--- src/rtl/inflight_tag_tracker.sv ---
`default_nettype none
// ============================================================================
// Module   : inflight_tag_tracker
// Purpose  : 32-slot in-flight tag allocator/tracker. Grants the lowest free
//            tag on request, retires tags on release, clears everything on
//            flush, and exports the registered pending vector that feeds the
//            downstream "any in flight" OR reduction.
// Ports    : clk, rst (async, active-high)
//            alloc_valid (in)  / alloc_ready, alloc_tag (out) : grant channel
//            rel_valid, rel_tag (in)                          : release channel
//            flush (in)                                       : free all tags
//            pending[31:0], full, empty, err (out)            : status
//            occ_count[5:0] (out, only with the macro below)  : occupancy
// Option   : INFLIGHT_TAG_TRACKER_OCC_COUNT_EN adds the registered occupancy
//            counter port occ_count.
// Revision : 1.0 - initial release
// ============================================================================
module inflight_tag_tracker #(
  parameter int NUM_TAGS = 32,
  parameter int TAG_W    = 5
) (
  input  logic                clk,
  input  logic                rst,
  input  logic                alloc_valid,
  output logic                alloc_ready,
  output logic [TAG_W-1:0]    alloc_tag,
  input  logic                rel_valid,
  input  logic [TAG_W-1:0]    rel_tag,
  input  logic                flush,
  output logic [NUM_TAGS-1:0] pending,
  output logic                full,
  output logic                empty,
  output logic                err
`ifdef INFLIGHT_TAG_TRACKER_OCC_COUNT_EN
  ,
  output logic [TAG_W:0]      occ_count
`endif
);

  logic [NUM_TAGS-1:0] pending_q, pending_d;
  logic                err_q, err_d;
  logic [TAG_W-1:0]    free_tag;
  logic                alloc_fire;
  logic                rel_hit;

  // Lowest-numbered free slot of the pre-update vector. Scanning downward lets
  // the last assignment win, leaving the smallest index; stays 0 when full.
  always_comb begin
    free_tag = '0;
    for (int i = NUM_TAGS - 1; i >= 0; i--) begin
      if (!pending_q[i]) free_tag = TAG_W'(i);
    end
  end

  // Gating with rst keeps the grant channel closed while reset is held.
  assign alloc_ready = !full && !flush && !rst;
  assign alloc_tag   = free_tag;
  assign alloc_fire  = alloc_valid && alloc_ready;
  assign rel_hit     = rel_valid && pending_q[rel_tag];

  // Allocation and release act on different bits: the granted tag is a 0 bit
  // of the pre-update vector, while a successful release targets a 1 bit.
  always_comb begin
    pending_d = pending_q;
    err_d     = err_q;
    if (flush) begin
      pending_d = '0;
    end else begin
      if (alloc_fire) pending_d[free_tag] = 1'b1;
      if (rel_hit)    pending_d[rel_tag]  = 1'b0;
      if (rel_valid && !pending_q[rel_tag]) err_d = 1'b1;
    end
  end

  always_ff @(posedge clk or posedge rst) begin
    if (rst) begin
      pending_q <= '0;
      err_q     <= 1'b0;
    end else begin
      pending_q <= pending_d;
      err_q     <= err_d;
    end
  end

  assign pending = pending_q;
  assign full    = &pending_q;
  assign empty   = ~|pending_q;
  assign err     = err_q;

`ifdef INFLIGHT_TAG_TRACKER_OCC_COUNT_EN
  logic [TAG_W:0] occ_count_q, occ_count_d;

  // Tracks popcount(pending): a grant and a release in one cycle cancel out.
  always_comb begin
    occ_count_d = occ_count_q;
    if (flush) begin
      occ_count_d = '0;
    end else begin
      occ_count_d = occ_count_q + {{TAG_W{1'b0}}, alloc_fire}
                                - {{TAG_W{1'b0}}, rel_hit};
    end
  end

  always_ff @(posedge clk or posedge rst) begin
    if (rst) occ_count_q <= '0;
    else     occ_count_q <= occ_count_d;
  end

  assign occ_count = occ_count_q;
`endif

endmodule
`default_nettype wire

--- config.mk ---
export PLATFORM = sky130hd
export DESIGN_NAME = inflight_tag_tracker
export DESIGN_NICKNAME = d
export VERILOG_FILES = /design/src/rtl/inflight_tag_tracker.sv
export SDC_FILE = /design/constraint.sdc
export NUM_CORES = 1
export LEC_CHECK = 0
export ABC_AREA = 0
export ABC_CLOCK_PERIOD_IN_PS = 2850
export CORE_MARGIN = 2
export CORE_UTILIZATION = 35
export CTS_BUF_LIST = sky130_fd_sc_hd__clkbuf_8
export CTS_CLUSTER_SIZE = 8
export DETAILED_ROUTE_END_ITERATION = 6
export PLACE_DENSITY = 0.65
export SYNTH_ARGS = -nofsm -noshare
export SYNTH_HDL_FRONTEND = slang
export SYNTH_SLANG_ARGS = --single-unit
--- constraint.sdc ---
create_clock -name clk -period 2.85 [get_ports clk]
set_clock_uncertainty 0.05 [all_clocks]
set_input_delay 0.4275 -clock clk [delete_from_list [all_inputs] [get_ports clk]]
set_output_delay 0.4275 -clock clk [all_outputs]
set_load 0.01 [all_outputs]
==> out/metrics.yaml, run 1 <==
synth:
  synth_flop_cell: "dfrtp_1"
  yosys_warnings: 0
  synth_nets: 304
  synth_top_area_share_pct: 33.4
  synth_top_cells_by_area: "dfrtp_1 (33%), a21oi_1 (6.5%), a211oi_1 (3.9%)"
  synth-async-reset-ratio_pct: 100
  synth_top_cell_by_area: "dfrtp_1"
  avgSynthCellArea_um2: 8.42
  synthCells: 294
  ys_types: 57
  synth-edff-count: 0
  seq_area_frac_synth_pct: 33.4
  synth-seq-cells: 33
  syn_area_mm2: 0.00247
place:
  hpwl_um: 6770
  portBuffers: 50
  post_dp_cell_area_mm2: 0.00329
  numPlacedInstances: 459
  routabilityCongestion: 1.00
  place_ws_ns: -0.135
sta:
  slew_headroom_pct: 53.9
  rsz0062_at_grt: "no"
  timing.final.crit_share_pct: 97.2
  hold_violations: 0
  post-route-min-period_ns: 2.77
  tightestPinTransition_ns: 0.686
  final-setup-viol-count: 0
  hold_ws_ns: 0.419
  timing.final.ws_setup_ns: 0.0803
  maxClockFrequency_mhz: 361
  tns_ns: 0
  final_max_slew_viol_count: 0
power_and_ir_drop:
  vdd_drop_max_mv: 0.188
  leakage_nw: 1.37
  total_power_mw: 1.00
  power_density_mw_per_mm2: 290
die:
  die_h_um: 88.1
  coreArea_mm2: 0.00683
  die_area_mm2: 0.00776
  die-width_um: 88.1
  fp-row-count: 30
  io_pins: 51
  initial_utilization_pct: 36.2
setup_path:
  crit_type: "reg2out"
  critPathSlowestCell: "or4_4"
  cp-start-kind: "register"
  critical_path_arrival_ns: 2.29
  required_ns: 2.37
  path_cells: "nand4_1 -> or4_4 -> nor2_1 -> clkdlybuf4s50_1"
  worstSetupStartpoint: "pending[10]"
  r2r_start: "pending[24]"
  cp_top_family: "simple AND/OR/NAND/NOR gates"
  end_kind: "output pin"
  max_stage_delay_ns: 0.57
  worstPathMaxFanout: 9
  cp_num_buf_inv: 1
grt:
  met2_usage_pct: 38.4
  grt_max_degree: 34
  grt_pass1_vias: 2775
  grt_overflow: 0
  track_usage_pct: 24.1
  met1_usage_pct: 32.4
  grt_pass1_wl_um: 14300
  grtUsageMet3_pct: 4.90
  antenna_found_initial: 0
  top_usage_layer: "met2"
cells_and_area:
  fillers: 682
  drive_above_1_share_pct: 23.1
  fin_area_mm2: 0.00345
  nNetsFinal: 382
  syn_to_final_growth_pct: 39.5
  layoutNonFillerInstCount: 469
  antennaDiodeCount: 0
  final_common_cell: "clkdlybuf4s50_1"
  utilization_pct: 50.5
  final_cell_mix: "clkdlybuf4s50_1 (48), buf_4 (41), a21oi_1 (32)"
clock_tree:
  clk_pin_slew_ns: 0.07
  cts.sinks: 33
  cts-root-buf: "clkbuf_8"
  htree_levels: 2
  tritoncts: "yes"
  numCtsBuffers: 5
  clk_latency_ns: 0.29
  cts.path.max_buffers: 2
routing:
  viasPerCell: 6.24
  drc: 0
  wl_um: 9170
  drt.antenna.violating_nets: 0
  dr_total_vias: 2928
  first_pass_iters: 5
  drt_iter0_markers: 432
  wl_per_cell_um: 19.5
min_path:
  min_from: "err"
  hold_path_class: "reg2reg"
run_status:
  status: "finished clean"
job:
  drv_cap: 0
==> area by class of cell <==
cell class | count | area [um2] | share of cell area, %
timing repair buffer | 91 | 813 | 23.6
sequential | 33 | 836 | 24.2
multi-input combinational | 230 | 1540 | 44.6
tap | 96 | 120 | 3.48
clock buffer | 7 | 96.3 | 2.79
clock inverter | 1 | 5.00 | 0.145
inverter | 11 | 41.3 | 1.20
==> cell families after synthesis <==
kind of cell | synth area share [%]
mux | 7.03
flops | 33.4
simple gates | 29.8
compound gates | 24.1
buf+inv | 5.76
==> timing repair <==
item	4_1_cts	5_1_grt
endpoints found under the hold margin	0	0
hold buffers	0	0
buffers inserted	0	2
endpoints found under the setup margin	5	12
pin swaps	1	2
gates resized for setup	8	13
==> power breakdown <==
group,internal [mW],switching [mW]
clock,0.218,0.177
sequential,0.469,0.00158
combinational,0.0564,0.0775
total,0.744,0.256
==> routing by layer <==
metal / wire (um) / vias up
met1: 3680 / 1417
met3: 961 / 29
met5: 0 / -
met4: 279 / 0
met2: 4250 / 208
li1: - / 1274
==> synth_stat cells, types with 2 or more instances <==
cell type and n:
dfrtp_1 33, a21oi_1 32, nand2_1 26, nor2_1 26, nor3_1 18, a211oi_1 13
nand4_1 12, inv_1 11, nor4_1 11, nand2b_1 9, buf_2 8, clkbuf_1 7
o21ai_0 7, nand3_1 6, mux2i_1 5, nor2b_1 5, mux4_2 4, nor3b_2 4
a22oi_1 3, and3_1 3, mux2_2 3, o211a_1 3, or3_1 3, a21boi_0 2
a311oi_1 2, a31oi_1 2, and4_1 2, buf_4 2, nor3b_1 2, o311ai_2 2
or4_1 2
==> registers in the layout (all words and copies together), names as in the netlist <==
| signal | cells |
|---|---|
| err | 1 |
| pending | 32 |
==> worst paths after layout <==
| kind | endpoint | slack [ns] | cells past startpoint |
|---|---|---|---|
| worst min register to register | err | 0.42 | 1 |
| worst max register to register | pending[28] | 0.31 | 9 |
| max in group asynchronous | pending[10] | 1.86 | 3 |
| worst min-delay path | err | 0.42 | 1 |
| min in group asynchronous | pending[30] | 0.55 | 3 |
| worst max-delay path | full | 0.08 | 4 |
(Power assumes the default switching activity.)
==> run 2: changes to the inputs <==
--- a/config.mk
+++ b/config.mk
@@ -9,9 +9,10 @@
 export ABC_CLOCK_PERIOD_IN_PS = 2850
 export CORE_MARGIN = 2
 export CORE_UTILIZATION = 35
-export CTS_BUF_LIST = sky130_fd_sc_hd__clkbuf_8
+export CTS_BUF_LIST = sky130_fd_sc_hd__clkbuf_4 sky130_fd_sc_hd__clkbuf_8
 export CTS_CLUSTER_SIZE = 8
 export DETAILED_ROUTE_END_ITERATION = 6
+export HOLD_SLACK_MARGIN = 0.12
 export PLACE_DENSITY = 0.65
 export SYNTH_ARGS = -nofsm -noshare
 export SYNTH_HDL_FRONTEND = slang
==> results of run 2 <==
Same layout as run 1: the final DEF is identical, and so are final timing and power.
